$ cat config.mk
export PLATFORM = sky130hd
export DESIGN_NAME = truth_table_sweeper
export DESIGN_NICKNAME = d
export VERILOG_FILES = /design/src/rtl/truth_table_pkg.sv /design/src/rtl/sweep_counter.sv /design/src/rtl/truth_table_sweeper.sv
export SDC_FILE = /design/constraint.sdc
export NUM_CORES = 1
export LEC_CHECK = 0
export BUFFER_PORTS_ARGS = -buffer_cell sky130_fd_sc_hd__buf_4
export CORE_MARGIN = 2
export CORE_UTILIZATION = 48
export CTS_CLUSTER_SIZE = 40
export DETAILED_ROUTE_END_ITERATION = 12
export GPL_ROUTABILITY_DRIVEN = 1
export GPL_TIMING_DRIVEN = 0
export PLACE_DENSITY = 0.79
export SKIP_LAST_GASP = 1
export SLEW_MARGIN = 20
export SYNTH_ARGS = -nofsm -noshare
export SYNTH_HDL_FRONTEND = slang
export SYNTH_SLANG_ARGS = --single-unit
$ cat constraint.sdc
create_clock -name clk -period 2.9 [get_ports clk]
set_input_delay 0.29 -clock clk [delete_from_list [all_inputs] [get_ports clk]]
set_output_delay 0.29 -clock clk [all_outputs]
set_load 0.005 [all_outputs]
$ cat src/rtl/truth_table_pkg.sv
// rtl/truth_table_pkg.sv - shared types and constants for the truth-table sweeper
//
// Purpose: the FSM state type, the largest supported input count, and the
// helper that turns an input count into a mask width.
package truth_table_pkg;

    localparam int N_IN_MAX = 6;

    typedef enum logic [1:0] {
        IDLE  = 2'd0,
        SWEEP = 2'd1,
        DONE  = 2'd2
    } state_e;

    function automatic int mask_width(input int n);
        return 1 << n;
    endfunction

endpackage

$ cat src/rtl/sweep_counter.sv
// rtl/sweep_counter.sv - input-vector index counter for the truth-table sweeper
//
// Purpose: holds the current input-vector index. It is cleared by load_zero_i
// and advances on each accepted beat. It saturates at the last index, so it
// never wraps back to 0.
// Ports:
//   clk, rst     rising-edge clock, synchronous active-high reset
//   load_zero_i  clear the index to 0 (has priority over advance_i)
//   advance_i    step to the next index
//   idx_o        current index
//   last_o       high when idx_o is the final index (all ones)
module sweep_counter #(
    parameter int N_IN = 4
) (
    input  logic            clk,
    input  logic            rst,
    input  logic            load_zero_i,
    input  logic            advance_i,
    output logic [N_IN-1:0] idx_o,
    output logic            last_o
);

    logic [N_IN-1:0] idx_q, idx_d;

    always_comb begin
        idx_d = idx_q;
        if (load_zero_i) begin
            idx_d = '0;
        end else if (advance_i && !last_o) begin
            idx_d = idx_q + N_IN'(1);
        end
    end

    always_ff @(posedge clk) begin
        if (rst) begin
            idx_q <= '0;
        end else begin
            idx_q <= idx_d;
        end
    end

    assign idx_o  = idx_q;
    assign last_o = (idx_q == {N_IN{1'b1}});

endmodule

$ cat src/rtl/truth_table_sweeper.sv
// rtl/truth_table_sweeper.sv - sequential evaluator of an N-input minterm-mask function
//
// Purpose: on start, walks every input combination in ascending order. Each
// vector and its function value are streamed over a valid/ready handshake.
// The block accumulates a ones count and the index of the first true beat.
// Optional feature macro: TT_CROSSCHECK_EN. When it is defined, a latched
// maxterm mask is checked against the minterm mask on every accepted beat.
// Ports:
//   clk, rst        rising-edge clock, synchronous active-high reset
//   start           begin a sweep (only honoured in IDLE)
//   minterm_mask    f(i)=1 where bit i set; latched on accepted start
//   maxterm_mask    f(i)=0 where bit i set; latched only with cross-check
//   busy            high in SWEEP and DONE
//   vec_valid       beat valid
//   vec_ready       consumer accepts beat
//   vec_idx         input vector, MSB = first input
//   vec_val         f(vec_idx)
//   done            one-cycle pulse after the last beat is accepted
//   ones_count      accepted beats whose value was 1
//   has_one         at least one true beat seen
//   first_one_idx   index of the first true beat (0 if none)
//   mismatch        sticky cross-check failure
//   mismatch_idx    index of the first cross-check failure
module truth_table_sweeper
    import truth_table_pkg::*;
#(
    parameter int N_IN   = 4,
    parameter int MASK_W = mask_width(N_IN)
) (
    input  logic              clk,
    input  logic              rst,
    input  logic              start,
    input  logic [MASK_W-1:0] minterm_mask,
    input  logic [MASK_W-1:0] maxterm_mask,
    output logic              busy,
    output logic              vec_valid,
    input  logic              vec_ready,
    output logic [N_IN-1:0]   vec_idx,
    output logic              vec_val,
    output logic              done,
    output logic [N_IN:0]     ones_count,
    output logic              has_one,
    output logic [N_IN-1:0]   first_one_idx,
    output logic              mismatch,
    output logic [N_IN-1:0]   mismatch_idx
);

    state_e            state_q, state_d;
    logic [MASK_W-1:0] minterm_q, minterm_d;
    logic [N_IN:0]     ones_q, ones_d;
    logic              has_one_q, has_one_d;
    logic [N_IN-1:0]   first_q, first_d;

    logic [N_IN-1:0]   idx;
    logic              last_idx;
    logic              accept_start;
    logic              beat_accept;
    logic              cur_val;

    assign accept_start = (state_q == IDLE) && start;
    assign beat_accept  = (state_q == SWEEP) && vec_ready;

    sweep_counter #(.N_IN(N_IN)) u_counter (
        .clk         (clk),
        .rst         (rst),
        .load_zero_i (accept_start),
        .advance_i   (beat_accept),
        .idx_o       (idx),
        .last_o      (last_idx)
    );

    // The value is looked up from registered state only, so vec_val
    // has no combinational path from vec_ready or start.
    assign cur_val = minterm_q[idx];

    always_comb begin
        state_d   = state_q;
        minterm_d = minterm_q;
        ones_d    = ones_q;
        has_one_d = has_one_q;
        first_d   = first_q;
        case (state_q)
            IDLE: begin
                if (start) begin
                    state_d   = SWEEP;
                    minterm_d = minterm_mask;
                    ones_d    = '0;
                    has_one_d = 1'b0;
                    first_d   = '0;
                end
            end
            SWEEP: begin
                if (vec_ready) begin
                    if (cur_val) begin
                        // Never wraps: at most MASK_W ones fit in N_IN+1 bits.
                        ones_d = ones_q + (N_IN+1)'(1);
                        if (!has_one_q) begin
                            has_one_d = 1'b1;
                            first_d   = idx;
                        end
                    end
                    if (last_idx) begin
                        state_d = DONE;
                    end
                end
            end
            DONE: begin
                state_d = IDLE;
            end
            default: begin
                state_d = IDLE;
            end
        endcase
    end

    always_ff @(posedge clk) begin
        if (rst) begin
            state_q   <= IDLE;
            minterm_q <= '0;
            ones_q    <= '0;
            has_one_q <= 1'b0;
            first_q   <= '0;
        end else begin
            state_q   <= state_d;
            minterm_q <= minterm_d;
            ones_q    <= ones_d;
            has_one_q <= has_one_d;
            first_q   <= first_d;
        end
    end

    assign busy          = (state_q != IDLE);
    assign vec_valid     = (state_q == SWEEP);
    assign done          = (state_q == DONE);
    assign vec_idx       = idx;
    assign vec_val       = cur_val;
    assign ones_count    = ones_q;
    assign has_one       = has_one_q;
    assign first_one_idx = first_q;

`ifdef TT_CROSSCHECK_EN
    logic [MASK_W-1:0] maxterm_q, maxterm_d;
    logic              mm_q, mm_d;
    logic [N_IN-1:0]   mm_idx_q, mm_idx_d;

    // An index is consistent only when exactly one form covers it. Equal
    // bits mean both claim it, or neither does.
    always_comb begin
        maxterm_d = maxterm_q;
        mm_d      = mm_q;
        mm_idx_d  = mm_idx_q;
        if (accept_start) begin
            maxterm_d = maxterm_mask;
            mm_d      = 1'b0;
            mm_idx_d  = '0;
        end else if (beat_accept && !mm_q && (minterm_q[idx] == maxterm_q[idx])) begin
            mm_d     = 1'b1;
            mm_idx_d = idx;
        end
    end

    always_ff @(posedge clk) begin
        if (rst) begin
            maxterm_q <= '0;
            mm_q      <= 1'b0;
            mm_idx_q  <= '0;
        end else begin
            maxterm_q <= maxterm_d;
            mm_q      <= mm_d;
            mm_idx_q  <= mm_idx_d;
        end
    end

    assign mismatch     = mm_q;
    assign mismatch_idx = mm_idx_q;
`else
    logic unused_maxterm;
    assign unused_maxterm = ^maxterm_mask;
    assign mismatch       = 1'b0;
    assign mismatch_idx   = '0;
`endif

endmodule

# ---- Word-level counts from Yosys, hierarchy flattened
# Index checks and enable logic that the tools add are counted.
# W data, S select, Z words.
dict set report word_totals {
  word_cells 48
  out_inout_bits 23
  in_bits 36
  reg_bits 32
}
dict set report classes {
  n_reduce_logical 12
  eq_ne 8
  muxes 19
  add_sub_neg 2
  n_lt_le_gt_ge 1
}
# op n
set op_table {}
lappend op_table {{$mux W4} 4}
lappend op_table {{$mux W5} 3}
lappend op_table {{$pmux W5 S2} 1}
lappend op_table {{$pmux W4 S2} 1}
lappend op_table {{$mux W2} 3}
lappend op_table {{$ne A2 B1 Y1 const B} 3}
lappend op_table {{$add A5 B1 Y5 const B} 1}
lappend op_table {{$lt A4 B5 Y1 const B} 1}
lappend op_table {{$reduce_and A5 Y1} 1}
lappend op_table {{$add A4 B1 Y4 const B} 1}
lappend op_table {{$bmux W1 S4} 1}
lappend op_table {{$eq A4 B4 Y1 const B} 1}
lappend op_table {{$mux W1} 4}
lappend op_table {{$ne A2 B2 Y1 const B} 2}
lappend op_table {{$pmux W2 S2} 1}
lappend op_table {{$reduce_and A4 Y1} 1}
lappend op_table {{$reduce_bool A2 Y1} 2}
lappend op_table {{$logic_and A1 B1 Y1} 3}
lappend op_table {{$reduce_and A3 Y1} 1}
lappend op_table {{$eq A2 B1 Y1 const B} 1}
lappend op_table {{$eq A2 B2 Y1 const B} 1}
lappend op_table {{$logic_not A2 Y1} 1}
lappend op_table {{$pmux W1 S2} 1}
lappend op_table {{$reduce_and A2 Y1} 1}
lappend op_table {{2 further kinds} 2}

# ---- Logic depth before layout (Yosys ltp)
dict set report depth {
  ltp_word 5
  depth_mapped 8
  mapped_depth_nobuf 6
}

# ---- By module
# Synthesis repeated with hierarchy kept, for this count alone.
dict set report hier_totals {
  cells_unflattened 183
  area_unflattened_um2 1530.2
}
# module area_each_um2 seq_area_each_um2 cells_per_inst n_inst
set by_module_without_submodules {}
lappend by_module_without_submodules {truth_table_sweeper 1318.8 560.5 161 1}
lappend by_module_without_submodules {sweep_counter 211.5 80.1 22 1}

# ---- Worst setup path after synthesis
# OpenSTA, ideal clock, no wires.
dict set report synth_path {
  path_type {reg-to-reg}
  start {reg u_counter.idx_q[1] (netlist: u_counter.idx_o[1])}
  end {reg first_q[3] (netlist: first_one_idx[3])}
  path_buffers 2
  slack_ps 730
  setup_ps 115
  stages_incl_launch_ff 8
  period_less_slack_ps 2170
  arrival_ps 2056
  required_ps 2785
  path_cell_list {dfxtp_1 buf_6 mux4_2 mux4_2 a21oi_4 buf_6 a21oi_1 o21a_1}
}
dict set report synth_via {
  elab_chain_len 4
}
# item line_no
set synth_lines {}
lappend synth_lines {{start, declared} sweep_counter.sv:23} ;# logic [N_IN-1:0] idx_q, idx_d;
lappend synth_lines {{start signal, assigned} sweep_counter.sv:38} ;# idx_q <= idx_d;
lappend synth_lines {{$bmux W1 S4} truth_table_sweeper.sv:74} ;# assign cur_val = minterm_q[idx];
lappend synth_lines {{$mux W1 (not written as such)} truth_table_sweeper.sv:74}
lappend synth_lines {{net vec_val} truth_table_sweeper.sv:39} ;# output logic vec_val,
lappend synth_lines {{$ne A2 B1 Y1 (no line)} -}
lappend synth_lines {{$reduce_and A5 Y1 (no line)} -}
lappend synth_lines {{end signal, assigned} truth_table_sweeper.sv:128} ;# first_q <= first_d;
lappend synth_lines {{end, declared} truth_table_sweeper.sv:52} ;# logic [N_IN-1:0] first_q, first_d;
# The timed path passes the listed nets, and every way through them passes these cells. The select of a mux whose other input is x is not followed.
# A chain may end at the register's enable or synchronous reset.

# ---- Worst setup path in the final report
dict set report layout_path {
  start {reg u_counter.idx_q[1] (netlist: u_counter.idx_o[1])}
  end {out vec_val}
}
dict set report layout_via {
  elab_chain_len 2
}
# item line_no
set layout_lines {}
lappend layout_lines {{$bmux W1 S4} truth_table_sweeper.sv:74}
lappend layout_lines {{$mux W1 (not written as such)} truth_table_sweeper.sv:74}
lappend layout_lines {{end, declared} truth_table_sweeper.sv:39}
# Every way passes these cells. The select of a mux whose other input is x is not followed.

==> run summary <==
WL final - 3040 um
Leakage power - 0.774 nW
Worst reg2reg endpoint - first_one_idx[3]$_SDFFE_PP0P_
Clock transition at path regs - 100 ps
Total CTS buffers - 5
Critical path class - reg -> out
Setup violations, final - 0
Reg-to-reg startpoint - u_counter.idx_o[1]$_SDFFE_PP0P_
Element type at the critical path end - output pin
Final Power - 0.000851 W
Hold EP - minterm_q[14]$_SDFFE_PP0P_
Worst skew pair latency - 340 ps
I/O pin cnt - 59
Reg2Reg Depth - 7
Synth area leaders - dfxtp_1, nand2_1, mux4_2
1st-iter DRT viols - 60
Area leader, netlist - dfxtp_1
Final TNS setup - 0 ps
Count of cell types in the netlist - 29
Ys Warns - 0
Largest net degree at the start of global routing - 11
WL per Instance - 12.0 um
Global route overflow - 0
Post-synthesis simple-gate area fraction - 24.4%
P&R area growth vs syn - 25.9%
DR vias/cell - 5.14
Full die area - 3590 um^2
Critical path data required time - 2610 ps
Synth Area per Inst - 8.67 um^2
Clock buffer depth - 2
Root Buffer - clkbuf_4
Net count, final - 258
Initial Utilization - 50.0%
Status - finished, final reports clean
Max-Cap Viols - 0
RSZ-0062 raised after global routing - no
Synthesized instance count - 173
First-pass GRT wire length - 5290 um
Seq. cell area - 641 um^2
Hold crit path type - in -> reg
Element type at the critical path start - register
Num rows - 20
Die Y - 59.9 um
Final min period - 2420 ps
# Post-CTS Setup Buffers - 0
Number of global-route vias before repair - 1192
Final core occ - 62.9%
Multiplexer share of the synthesized area - 9.51%
CTS HTree Levels - 2
WP data arrival - 2130 ps
WHS Path Cells - 3
Hold-fix buffers, CTS - 0
Vias - 1305
Worst Hold Launch - minterm_mask[14]
Fmax achieved - 414 MHz
Synthesized area - 1500 um^2
Xor/xnor cell area share of the yosys netlist - 1.75%
Max VDD drop - 286 uV
Power per cell area - 451 nW/um^2
Compound-Gate Fraction of Synth Area - 12.0%
Main combinational cell family by area after synthesis - simple AND/OR/NAND/NOR gates
Fin. max-slew vios - 0
CTS tree - built
Fill cells - 286
Final Cycle Share - 83.3%
Post_cts resized - 0
Clock Sinks - 32
Layout Skew - 6.66 ps
Post-DP HPWL - 2250 um
Critical Path Fanout Max - 7
Register area share after synthesis - 42.7%
RD Place Congestion - 0.798
GRT Total Usage - 20.2%
Antenna violations before repair - 0
Diode count - 0
Seq cells post-synth - 32
Reg2reg setup slack - 580 ps
PortBufs - 36
TritonRoute pass-1 iters - 5
Hold WS - 182 ps
Footprint of the multi-input gates - 758 um^2
Post-DRT Antenna Nets - 0
Chip Width - 59.9 um
Share of cells above drive strength 1 - 26.2%
Top cell type's share of synthesized area - 42.7%
Residual DRC count - 0
Core Box Area - 3000 um^2
Synthesized-area fraction occupied by adder cells - 1.67%
Hold Violations, Final - 0
-- metal layers --
| layer | wire length [um] | global-route usage (%) | up-vias |
|---|---|---|---|
| li1 | - | - | 678 |
| met1 | 1400 | 25.6 | 573 |
| met2 | 1390 | 31.2 | 48 |
| met3 | 217 | 6.71 | 6 |
| met4 | 36 | 8.89 | 0 |
| met5 | 0 | 0 | - |
-- power breakdown --
part           leakage [nW]  switching [W]  internal (W)
sequential            0.261     0.00000841      0.000456
combinational         0.476      0.0000604     0.0000561
clock                0.0380       0.000155      0.000115
-- cells by family after synthesis --
| kind of cell | after synthesis |
|---|---|
| AOI/OAI and AO/OA | 31 |
| xor gates and xnor gates | 3 |
| adders and majority gates | 2 |
| buffers and inverters | 20 |
| DFF | 32 |
| muxes | 8 |
| other | 1 |
| and+or+nand+nor | 76 |
-- layout by cell type, fill, tap and decap left out, types with 2 or more instances in the layout --
| cell type | count |
|---|---|
| a21oi_1 | 22 |
| a31oi_1 | 5 |
| ha_1 | 2 |
| clkbuf_4 | 5 |
| nand3_1 | 9 |
| xor2_1 | 2 |
| clkinv_2 | 2 |
| buf_4 | 41 |
| or4b_1 | 2 |
| nor2_1 | 5 |
| dfxtp_1 | 32 |
| nand4_1 | 2 |
| nor2b_1 | 5 |
| inv_1 | 3 |
| mux4_2 | 5 |
| conb_1 | 5 |
| nand2_1 | 44 |
| clkbuf_1 | 8 |
| and2_1 | 2 |
| or4bb_1 | 3 |
| nor3_1 | 2 |
| buf_6 | 3 |
| mux2i_1 | 3 |
-- cell type report --
class	instances	area share (%)
Buffer	17	5.57
Clock buffer	6	2.72
Clock inverter	2	0.530
Inverter	3	0.596
Multi-Input combinational cell	125	40.2
Sequential cell	32	33.9
Tap cell	33	2.19
Timing Repair Buffer	36	14.3
-- flip-flops by register name, indices dropped and copies added, names as in the netlist --
name and count:
minterm_q 16, ones_count 5, first_one_idx 4, u_counter.idx_o 4, state_q 2, has_one 1
-- worst max-delay path by stage --
stage	start	slack, ps	end	depth (start not counted)
after global placement	u_counter.idx_o[1]$_SDFFE_PP0P_	590	first_one_idx[3]$_SDFFE_PP0P_	7
final	u_counter.idx_o[1]$_SDFFE_PP0P_	480	vec_val	4
after detailed placement	u_counter.idx_o[1]$_SDFFE_PP0P_	570	first_one_idx[3]$_SDFFE_PP0P_	7
after CTS	u_counter.idx_o[1]$_SDFFE_PP0P_	450	vec_val	4
after global routing	u_counter.idx_o[1]$_SDFFE_PP0P_	380	vec_val	4
after floorplan	u_counter.idx_o[1]$_SDFFE_PP0P_	730	first_one_idx[3]$_SDFFE_PP0P_	7
-- worst max-delay path, cell delays in order, from the launching register on --
cell and delay [ps]:
dfxtp_1 380, buf_6 150, mux4_2 500, mux4_2 570
buf_4 180
-- synth_stat cells --
cell,n
mux4_2,5
or4bb_1,3
buf_1,1
or4b_1,2
and2_1,2
a31oi_1,5
xnor2_1,1
ha_1,2
mux2i_1,3
inv_1,3
nor2b_1,5
nor3_1,2
dfxtp_1,32
nand2_1,44
nand4_1,2
a32o_1,1
buf_6,3
a21oi_1,22
a21oi_4,1
nor2_1,5
o21ai_0,1
nand3_1,9
buf_4,5
xor2_1,2
nand3b_1,1
nand4b_1,1
conb_1,1
o21a_1,1
clkbuf_1,8
-- metrics by stage --
stage          cell area [um^2]  std cells  worst slack, ps
2_1_floorplan              1520        177              730
6_report                   1890        254              484
4_1_cts                    1890        254              450
5_1_grt                    1890        254              380
3_3_place_gp               1830        246              592
3_5_place_dp               1830        246              573
Note: power is estimated with default switching activity, not from simulation.
